$ cat config.mk
export PLATFORM = sky130hd
export DESIGN_NAME = rect_plotter
export DESIGN_NICKNAME = d
export VERILOG_FILES = /design/src/rtl/whack_gfx_pkg.sv /design/src/rtl/rect_scan_counter.sv /design/src/rtl/rect_plotter.sv
export SDC_FILE = /design/constraint.sdc
export NUM_CORES = 1
export LEC_CHECK = 0
export ABC_AREA = 1
export BUFFER_PORTS_ARGS = -buffer_cell sky130_fd_sc_hd__buf_2
export CAP_MARGIN = 10
export CORE_MARGIN = 1.5
export CORE_UTILIZATION = 40
export DETAILED_ROUTE_END_ITERATION = 10
export PLACE_DENSITY = 0.65
export SYNTH_ARGS = -nofsm -noshare
export SYNTH_HDL_FRONTEND = slang
export SYNTH_SLANG_ARGS = --single-unit
$ cat constraint.sdc
create_clock -name CLOCK_50 -period 5.4 [get_ports CLOCK_50]
set_clock_uncertainty 0.15 [all_clocks]
set_input_delay 1.08 -clock CLOCK_50 [delete_from_list [all_inputs] [get_ports CLOCK_50]]
set_output_delay 1.08 -clock CLOCK_50 [all_outputs]
set_load 0.02 [all_outputs]
$ cat src/rtl/whack_gfx_pkg.sv
// Shared definitions for the Whack graphics path: draw-mode encodings,
// default screen geometry and the rectangle engine's FSM state encoding.
package whack_gfx_pkg;

    localparam logic [1:0] MODE_FILL    = 2'b00;
    localparam logic [1:0] MODE_OUTLINE = 2'b01;
    localparam logic [1:0] MODE_CLEAR   = 2'b10;

    localparam int SCR_W_DEFAULT = 160;
    localparam int SCR_H_DEFAULT = 120;

    typedef logic [1:0] state_t;

    localparam state_t ST_IDLE = 2'd0;
    localparam state_t ST_SCAN = 2'd1;
    localparam state_t ST_DONE = 2'd2;

endpackage

$ cat src/rtl/rect_scan_counter.sv
// Row-major 2-D offset counter for the rectangle engine. It publishes the offset
// about to be emitted (zero on clear, else the successor of the current one).
module rect_scan_counter
    import whack_gfx_pkg::*;
#(
    parameter int SZ_W = 5
) (
    input  logic            clk,
    input  logic            rst,
    input  logic            clear,
    input  logic            step,
    input  logic [SZ_W-1:0] w,
    input  logic [SZ_W-1:0] h,
    output logic [SZ_W-1:0] tgt_cx,
    output logic [SZ_W-1:0] tgt_cy,
    output logic            at_left,
    output logic            at_right,
    output logic            at_top,
    output logic            at_bottom,
    output logic            last
);

    logic [SZ_W-1:0] cx;
    logic [SZ_W-1:0] cy;
    logic [SZ_W-1:0] w_max;
    logic [SZ_W-1:0] h_max;

    assign w_max = w - SZ_W'(1);
    assign h_max = h - SZ_W'(1);
    assign last  = (cx == w_max) && (cy == h_max);

    // NOTE: every output of a combinational block gets a default first, so no path leaves it unassigned and infers a latch.
    always_comb begin
        tgt_cx = '0;
        tgt_cy = '0;
        if (!clear) begin
            if (cx == w_max) begin
                tgt_cy = cy + SZ_W'(1);
            end else begin
                tgt_cx = cx + SZ_W'(1);
                tgt_cy = cy;
            end
        end
    end

    assign at_left   = (tgt_cx == '0);
    assign at_right  = (tgt_cx == w_max);
    assign at_top    = (tgt_cy == '0);
    assign at_bottom = (tgt_cy == h_max);

    // NOTE: clocked state uses non-blocking assignments so every register samples pre-edge values.
    always_ff @(posedge clk) begin
        if (rst) begin
            cx <= '0;
            cy <= '0;
        end else if (clear || step) begin
            cx <= tgt_cx;
            cy <= tgt_cy;
        end
    end

endmodule

$ cat src/rtl/rect_plotter.sv
// Rectangle draw engine: one command per handshake, one candidate pixel per clock
// on a registered VGA pixel-plot port, with clipping and fill/outline/clear modes.
module rect_plotter
    import whack_gfx_pkg::*;
#(
    parameter int X_W   = 8,
    parameter int Y_W   = 7,
    parameter int C_W   = 3,
    parameter int SZ_W  = 5,
    parameter int SCR_W = SCR_W_DEFAULT,
    parameter int SCR_H = SCR_H_DEFAULT
) (
    input  logic            CLOCK_50,
    input  logic            Reset,
    input  logic            req_valid,
    output logic            req_ready,
    input  logic [X_W-1:0]  req_x,
    input  logic [Y_W-1:0]  req_y,
    input  logic [SZ_W-1:0] req_w,
    input  logic [SZ_W-1:0] req_h,
    input  logic [C_W-1:0]  req_color,
    input  logic [1:0]      req_mode,
    output logic [X_W-1:0]  VGA_X,
    output logic [Y_W-1:0]  VGA_Y,
    output logic [C_W-1:0]  VGA_COLOR,
    output logic            plot,
    output logic            busy,
    output logic            done
);

    localparam logic [X_W:0] X_LIM = (X_W+1)'(SCR_W);
    localparam logic [Y_W:0] Y_LIM = (Y_W+1)'(SCR_H);

    state_t          state;
    logic [X_W-1:0]  x_q;
    logic [Y_W-1:0]  y_q;
    logic [SZ_W-1:0] w_q;
    logic [SZ_W-1:0] h_q;
    logic [C_W-1:0]  color_q;
    logic [1:0]      mode_q;

    logic            accept;
    logic [X_W-1:0]  x_src;
    logic [Y_W-1:0]  y_src;
    logic [SZ_W-1:0] w_src;
    logic [SZ_W-1:0] h_src;
    logic [C_W-1:0]  color_src;
    logic [1:0]      mode_src;
    logic [SZ_W-1:0] tgt_cx;
    logic [SZ_W-1:0] tgt_cy;
    logic            at_left, at_right, at_top, at_bottom, last;
    logic [X_W:0]    sum_x;
    logic [Y_W:0]    sum_y;
    logic            zero_size;
    logic            load_px;
    logic            emit;

    assign accept    = (state == ST_IDLE) && req_valid;
    assign req_ready = (state == ST_IDLE);
    assign busy      = (state != ST_IDLE);
    assign done      = (state == ST_DONE);
    assign zero_size = (req_w == '0) || (req_h == '0);

    // Output registers run one offset ahead of the counter, so on the accept
    // edge the geometry comes straight from the request rather than the latches.
    assign x_src     = accept ? req_x    : x_q;
    assign y_src     = accept ? req_y    : y_q;
    assign w_src     = accept ? req_w    : w_q;
    assign h_src     = accept ? req_h    : h_q;
    assign mode_src  = accept ? req_mode : mode_q;
    assign color_src = accept ? ((req_mode == MODE_CLEAR) ? '0 : req_color) : color_q;

    rect_scan_counter #(.SZ_W(SZ_W)) u_scan (
        .clk       (CLOCK_50),
        .rst       (Reset),
        .clear     (accept),
        .step      ((state == ST_SCAN) && !last),
        .w         (w_src),
        .h         (h_src),
        .tgt_cx    (tgt_cx),
        .tgt_cy    (tgt_cy),
        .at_left   (at_left),
        .at_right  (at_right),
        .at_top    (at_top),
        .at_bottom (at_bottom),
        .last      (last)
    );

    // Widened sums so a rectangle running off the right/bottom never wraps on-screen.
    assign sum_x   = {1'b0, x_src} + (X_W+1)'(tgt_cx);
    assign sum_y   = {1'b0, y_src} + (Y_W+1)'(tgt_cy);
    assign load_px = accept ? !zero_size : ((state == ST_SCAN) && !last);
    assign emit    = load_px && (sum_x < X_LIM) && (sum_y < Y_LIM) &&
                     ((mode_src != MODE_OUTLINE) || at_left || at_right || at_top || at_bottom);

    always_ff @(posedge CLOCK_50) begin
        if (Reset) begin
            state     <= ST_IDLE;
            plot      <= 1'b0;
            VGA_X     <= '0;
            VGA_Y     <= '0;
            VGA_COLOR <= '0;
            x_q       <= '0;
            y_q       <= '0;
            w_q       <= '0;
            h_q       <= '0;
            color_q   <= '0;
            mode_q    <= MODE_FILL;
        end else begin
            case (state)
                ST_IDLE: if (accept) state <= zero_size ? ST_DONE : ST_SCAN;
                ST_SCAN: if (last)   state <= ST_DONE;
                default:             state <= ST_IDLE;
            endcase

            if (accept) begin
                x_q     <= req_x;
                y_q     <= req_y;
                w_q     <= req_w;
                h_q     <= req_h;
                mode_q  <= req_mode;
                color_q <= color_src;
            end

            plot <= emit;
            if (emit) begin
                VGA_X     <= sum_x[X_W-1:0];
                VGA_Y     <= sum_y[Y_W-1:0];
                VGA_COLOR <= color_src;
            end
        end
    end

endmodule

* Yosys cells after proc, flatten, opt, wreduce, memory -nomap -nowiden *
Cells that the tools add are included.
Widths: inputs -> output; s select.

operators by class
  $add $sub $neg = 6
  $lt $le $gt $ge = 2
  equal/unequal tests = 10
  mux-type cells = 16
  reductions and logical operators = 21

operator list
  operator             count
  $mux 5               6
  $eq 5x5->1           4
  $logic_not 5->1      4
  $add 5x1->5 const B  2
  $sub 5x1->5 const B  2
  $add 8x5->9          1
  $lt 9x8->1 const B   1
  $add 7x5->8          1
  $lt 8x7->1 const B   1
  $mux 2               4
  $mux 8               1
  $mux 7               1
  $logic_and 1x1->1    6
  $logic_or 1x1->1     6
  $mux 3               2
  $eq 2x2->1 const B   2
  $ne 2x1->1 const B   2
  $pmux 2 s2           1
  $eq 2x1->1 const B   1
  $logic_not 1->1      2
  $logic_not 2->1      1
  $ne 2x2->1 const B   1
  $reduce_and 2->1     1
  $reduce_bool 2->1    1
  $mux 1               1

storage, ports and cells
  register bits = 61
  output and inout bits = 22
  word-level logic and storage cells = 68

* Longest topological paths before layout *
Gate-level depths: netlist (run 1).

  word-level depth = 13
  mapped depth = 33

* Cells and area by module *
A second synthesis (run 1) with hierarchy kept.

second synthesis, totals
  cell total of the unflattened synthesis = 607
  area, all modules = 3910.0 um^2

by module, submodules not included
  module             instances  cells each  area an instance (um^2)  seq. area each (um^2)
  rect_plotter       1          419         2786.4                   1021.0
  rect_scan_counter  1          188         1123.6                   200.2

* Worst setup path after synthesis (run 1) *
OpenSTA, ideal clock, no wires.

  path kind = input to register
  from = input req_valid
  to = register VGA_COLOR[0]
  library setup time = 0.064 ns
  arrival = 4.603 ns
  path slack = 0.583 ns
  stages on the path = 27
  buffers on the path = 6
  cells stage by stage = buf_2 -> nand2_4 -> buf_6 -> buf_4 -> clkbuf_1 -> clkbuf_1 -> o21ai_0 -> inv_1 -> ha_1 -> inv_1 -> fa_1 -> o21ai_0 -> nand2_1 -> nand2_1 -> nand2_1 -> xnor2_1 -> inv_1 -> o21ai_0 -> o31ai_1 -> nor2_1 -> nand2_2 -> nor2_8 -> o21ai_2 -> nand2_2 -> buf_6 -> nor2_1 -> nor2_1

between the ends
  elaborated cells on any way between the ends = 35

RTL lines
  what                            line                 source
  start: declaration              rect_plotter.sv:15   input logic req_valid,
  $logic_and 1x1->1               rect_plotter.sv:58   assign accept = (state == ST_IDLE) && req_valid;
  $mux 8                          -
  named net x_src[0]              rect_plotter.sv:43   logic [X_W-1:0] x_src;
  $add 8x5->9                     rect_plotter.sv:90   assign sum_x = {1'b0, x_src} + (X_W+1)'(tgt_cx);
  $lt 9x8->1                      rect_plotter.sv:93   assign emit = load_px && (sum_x < X_LIM) && (sum_y < Y_LIM) &&
  $logic_and 1x1->1 (3 in a row)  rect_plotter.sv:93
  end signal: assignment          rect_plotter.sv:129  VGA_COLOR <= color_src;
  end: declaration                rect_plotter.sv:25   output logic [C_W-1:0] VGA_COLOR,

The timed path passes the listed nets, and every way through them passes these cells.
A chain may end at the register's enable or synchronous reset.

* Worst setup path after layout (run 1) *
  from = input req_valid
  to = register VGA_X[2]

between the ends
  longest elaborated chain between the ends = 12
  elaborated cells on any way between the ends = 34

ends and longest elaborated chain
  what                                                                 line                     source
  $logic_and 1x1->1 *                                                  rect_plotter.sv:58
  $mux 5                                                               -
  $sub 5x1->5                                                          rect_scan_counter.sv:28  assign w_max = w - SZ_W'(1);
  $eq 5x5->1                                                           rect_scan_counter.sv:37  if (cx == w_max) begin
  $mux 5                                                               rect_scan_counter.sv:37
  $mux 5 *                                                             rect_scan_counter.sv:36  if (!clear) begin
  named net tgt_cx[0]                                                  rect_plotter.sv:49       logic [SZ_W-1:0] tgt_cx;
  parallel branches: the longest is 6 deep, another holds $add 8x5->9  -
  end signal: assignment                                               rect_plotter.sv:127      VGA_X <= sum_x[X_W-1:0];
  end: declaration                                                     rect_plotter.sv:23       output logic [X_W-1:0] VGA_X,

Mark *: on every way through the listed nets, which the timed path passes.

==> results of run 1 <==
cells in the final DEF, fill, tap and decap left out, types with 5 or more instances in the layout:
cell and count:
nand2_2 9, nand3_2 6, dfxtp_1 61, nand4_1 9, ha_1 12, buf_2 54
xor2_1 15, inv_1 76, nor2_1 93, or2_2 15, clkbuf_8 12, a21oi_1 24
buf_4 10, nand2_1 138, nand3_1 49, mux2i_1 5, o21ai_0 22
stage by stage:
| stage | setup WS [ns] | hold WS [ns] | instances | util, % | cell area, sq um |
|---|---|---|---|---|---|
| after floorplan | 0.5831 | 0.2964 | 592 | - | 3887 |
| after global placement | 0.1872 | 0.3124 | 762 | 45.61 | 4254 |
| after detailed placement | 0.02288 | 0.3140 | 762 | 45.61 | 4254 |
| after CTS | 0.3746 | 0.3224 | 777 | 48.10 | 4487 |
| after global routing | 0.08792 | 0.3524 | 781 | 48.48 | 4522 |
| final | 0.5550 | 0.3182 | 781 | 48.48 | 4522 |
cell type report:
type | instances | area (sq um) | area share [%]
multi-input combinational | 432 | 2261 | 50.00
sequential | 61 | 1221 | 27.01
timing repair buffer | 64 | 345.3 | 7.637
inverter | 80 | 300.3 | 6.641
clock buffer | 12 | 165.2 | 3.652
tap | 129 | 161.4 | 3.569
clock inverter | 3 | 67.56 | 1.494
cell usage after synthesis, drive strengths merged, types with 9 or more instances:
cell      n  area, sq um
o21ai    30        165.2
nand4     9        56.30
nor2     97        402.9
a21oi    24        120.1
dfxtp    61         1221
or2      15        93.84
nand3    56        322.8
xor2     15        131.4
nand2   150        603.1
inv      80        300.3
ha       12        150.1
clkbuf   10        37.54
buf       9        72.57
what timing repair did:
| action | 4_1_cts | 5_1_grt |
|---|---|---|
| resized for setup | 0 | 2 |
| buffers inserted | 0 | 4 |
| endpoints found under the setup margin | 0 | 17 |
| hold buffers | 0 | 0 |
layer usage:
layer  up-vias  share of wire [%]
met4         0                1.4
met5         -                  0
met1      1708                 46
met3        11                3.9
met2        75                 48
li1       1974                  -
power by group:
part / total (W) / internal [W] / switching, W
registers: 0.000547 / 0.000516 / 0.0000317
logic: 0.000607 / 0.000214 / 0.000392
clock network: 0.000480 / 0.000295 / 0.000185
final timing paths:
check | from | to | slack (ns) | depth (start not counted)
worst min register to register | w_q[3] | w_q[3] | 0.32 | 2
worst max-delay path | req_valid | VGA_X[2] | 0.56 | 31
worst min-delay path | w_q[3] | w_q[3] | 0.32 | 2
worst max register to register | state[1] | VGA_X[2] | 0.86 | 31
sequential cells by signal, indices dropped and copies added (netlist names):
register / flops
VGA_X: 8
u_scan.cy: 5
x_q: 8
VGA_COLOR: 3
y_q: 7
h_q: 5
plot: 1
u_scan.cx: 5
mode_q: 2
color_q: 3
state: 2
w_q: 5
VGA_Y: 7
worst max-delay path: cells and delay by family:
kind	cells	cell delay, ns
adders and majority gates	2	0.56
AOI/OAI and AO/OA	3	0.47
buffers and inverters	6	0.66
and+or+nand+nor	19	1.98
xor gates and xnor gates	1	0.19
cells by family after synthesis:
logic type	Yosys count	synth area share [%]
flip-flops	61	31.41
adder cells (fa/ha/maj)	13	4.377
AO/OA/AOI/OAI	59	8.529
AND/OR/NAND/NOR	336	39.56
XOR/XNOR	19	4.281
buffers and inverters	99	10.56
multiplexers	5	1.287
==> qor.yml, run 1 <==
status: "complete, no violations"
post-dp-hpwl_mm: 7.091
synth_cell_types: 36
drt_iter0_drc: 140
hp-class: "register to register"
grt.met2_usage_pct: 33.54
powerDensity_mw_per_mm2: 361.3
synth_edf_count: 0
synth_cells: 592
cts_max_path_buffers: 2
synth_seq_cells: 61
endpoint_kind: "register"
grt_util_met3_pct: 3.658
timing.final.crit_share_pct: 89.72
relSlewSlack_pct: 45.07
fillCellCount: 934
core-area_sq_mm: 0.009328
worstSetupPathType: "primary input to register"
layout-drive-gt1-share_pct: 19.33
htreeDepth: 3
clock_latency_ns: 0.36
cts.sinks: 61
ir_drop_mv: 0.1323
leakage_nw: 2.425
rows: 35
initial_core_util_pct: 41.68
path_clk_slew_ns: 0.07
drt_pre_antenna_iters: 4
die_area_sq_mm: 0.01032
rsz0062_at_grt: "false"
port_buffers: 54
grt_pass1_wl_mm: 15.85
synth-main-ff-cell: "dfxtp_1"
vias: 3768
ant_nets: 0
hold_viol_final: 0
critPathArrivalTime_ns: 4.94
num_antenna_cells: 0
drc: 0
cp_max_fo: 10
cap_viol_max_count: 0
clock-root-buffer: "clkbuf_8"
period_minus_slack_ns: 4.845
ys_warn_count: 0
grt_usage_pct: 19.57
finalMaxSlewViolations: 0
avgSynthCellArea_sq_um: 6.567
worstPathRequired_ns: 5.50
globalplace.congestion: 0.8959
synth_area_sq_mm: 0.003887
io_pins: 55
critPathMaxStageDelay_ns: 0.39
grt_max_degree: 43
setup_violations: 0
cts_tree: "yes"
fmax_ghz: 0.2064
die_h_microns: 101.6
wire_per_inst_microns: 12.25
grt.overflow.total: 0
cp_slowest_cell: "fa_1"
area_delta_synth_final_pct: 16.32
tightest_slew_ns: 0.8240
via_per_inst: 4.825
die_w_microns: 101.6
use_met1_pct: 24.51
numCtsBuffers: 9
seq_area_frac_synth_pct: 31.41
critPathLaunchType: "primary input"
crit_top_cell: "nand2_1"
nets: 694
finalPower_w: 0.001634
synth_nets: 638
grt.busiest_layer: "met2"
tns_ns: 0
routed_wirelength_mm: 9.571
grt_pass1_vias: 3551
async_reset_ff_share_pct: 0
antenna_found_initial: 0
Power figures use the tool's default switching activity.
==> run 2, diff against run 1 <==
- PLACE_DENSITY: 0.65 -> 0.71
==> qor.yml, run 2 (synthesis results as in run 1) <==
status: "complete, no violations"
numCtsBuffers: 9
die_w_microns: 101.6
grt_pass1_wl_mm: 16.10
htreeDepth: 3
hold_viol_final: 0
cp_slowest_cell: "ha_1"
clock-root-buffer: "clkbuf_8"
ant_nets: 0
initial_core_util_pct: 41.68
grt_usage_pct: 19.67
drt_pre_antenna_iters: 4
routed_wirelength_mm: 9.480
final_common_cell: "nand2_1"
dp_cells: 760
clock_latency_ns: 0.35
antenna_found_initial: 0
critPathMaxStageDelay_ns: 0.36
cp_max_fo: 15
cts_tree: "yes"
globalplace.congestion: 0.8886
holdWs_ns: 0.3253
period_minus_slack_ns: 4.915
layout-drive-gt1-share_pct: 18.73
grt.overflow.total: 0
drt_iter0_drc: 198
rsz0062_at_grt: "false"
utilization_pct: 48.03
post_cts_buffers: 0
leakage_nw: 2.400
post-dp-hpwl_mm: 7.140
ir_drop_mv: 0.1654
drc: 0
cts_resized: 0
critPathLaunchType: "primary input"
powerDensity_mw_per_mm2: 362.8
cap_viol_max_count: 0
finalMaxSlewViolations: 0
setup_violations: 0
num_antenna_cells: 0
core-area_sq_mm: 0.009328
area_delta_synth_final_pct: 15.26
cts_max_path_buffers: 2
dpl_cell_area_sq_mm: 0.004239
crit_top_cell: "nand2_1"
cts.sinks: 61
design_area_sq_mm: 0.004481
vias: 3877
grt_max_degree: 43
final_cell_mix: "138 x nand2_1, 93 x nor2_1, 76 x inv_1"
worstPathRequired_ns: 5.53
critPathArrivalTime_ns: 5.05
port_buffers: 54
hp-class: "register to register"
worstSetupPathType: "primary input to register"
timing.final.crit_share_pct: 91.01
io_pins: 55
wire_per_inst_microns: 12.23
finalPower_w: 0.001626
grt_pass1_vias: 3822
path_clk_slew_ns: 0.07
relSlewSlack_pct: 47.00
endpoint_kind: "register"
cts_hold_buf: 0
top_regs: "VGA_X: 8 flops, x_q: 8 flops"
die_h_microns: 101.6
instances_no_fill: 775
fmax_ghz: 0.2035
nets: 688
die_area_sq_mm: 0.01032
tightest_slew_ns: 0.7950
via_per_inst: 5.003
rows: 35
run 2: cell types whose count changed in the layout (fill, tap and decap cells not counted):
cell     change
o21ai_1      -1
o21ai_2      +1
buf_4        -6
run 2: final cells by class:
class                      count  area (sq um)
fill                         902          4847
timing repair buffer          58         300.3
sequential                    61          1221
clock buffer                  12         165.2
clock inverter                 3         67.56
tap                          129         161.4
inverter                      80         300.3
multi-input combinational    432          2265
run 2: critical path: cells and delay by family:
family	cells	cell delay, ns
adders and majority gates	1	0.36
xor gates and xnor gates	1	0.16
buffers and inverters	3	0.33
AOI/OAI and AO/OA	5	0.62
and+or+nand+nor	19	2.48
run 2: path summary, 6_finish.rpt:
path | slack [ns] | to | startpoint | depth (start not counted)
worst max-delay path | 0.49 | VGA_X[3] | req_valid | 29
worst min-delay path | 0.33 | VGA_X[7] | VGA_X[7] | 2
worst max register to register | 0.81 | VGA_X[3] | state[1] | 29
worst min register to register | 0.33 | VGA_X[7] | VGA_X[7] | 2
run 2: layer usage:
| layer | track usage (%) | up-vias | part of all wire [%] |
|---|---|---|---|
| met5 | 0 | - | 0 |
| met4 | 10.36 | 0 | 2.9 |
| met3 | 4.417 | 23 | 5.0 |
| met2 | 34.31 | 110 | 49 |
| met1 | 22.36 | 1781 | 43 |
| li1 | - | 1963 | - |
run 2: power breakdown:
| part | switching, W | internal (W) |
|---|---|---|
| clock | 0.000187 | 0.000295 |
| combinational | 0.000391 | 0.000205 |
| sequential | 0.0000321 | 0.000516 |
run 2: per-stage QoR:
step           worst slack, ns   TNS, ns
4_1_cts                 0.3503         0
6_report                0.4853         0
3_3_place_gp            0.2235         0
5_1_grt                0.01481         0
3_5_place_dp          -0.01409  -0.01806
2_1_floorplan           0.5831         0
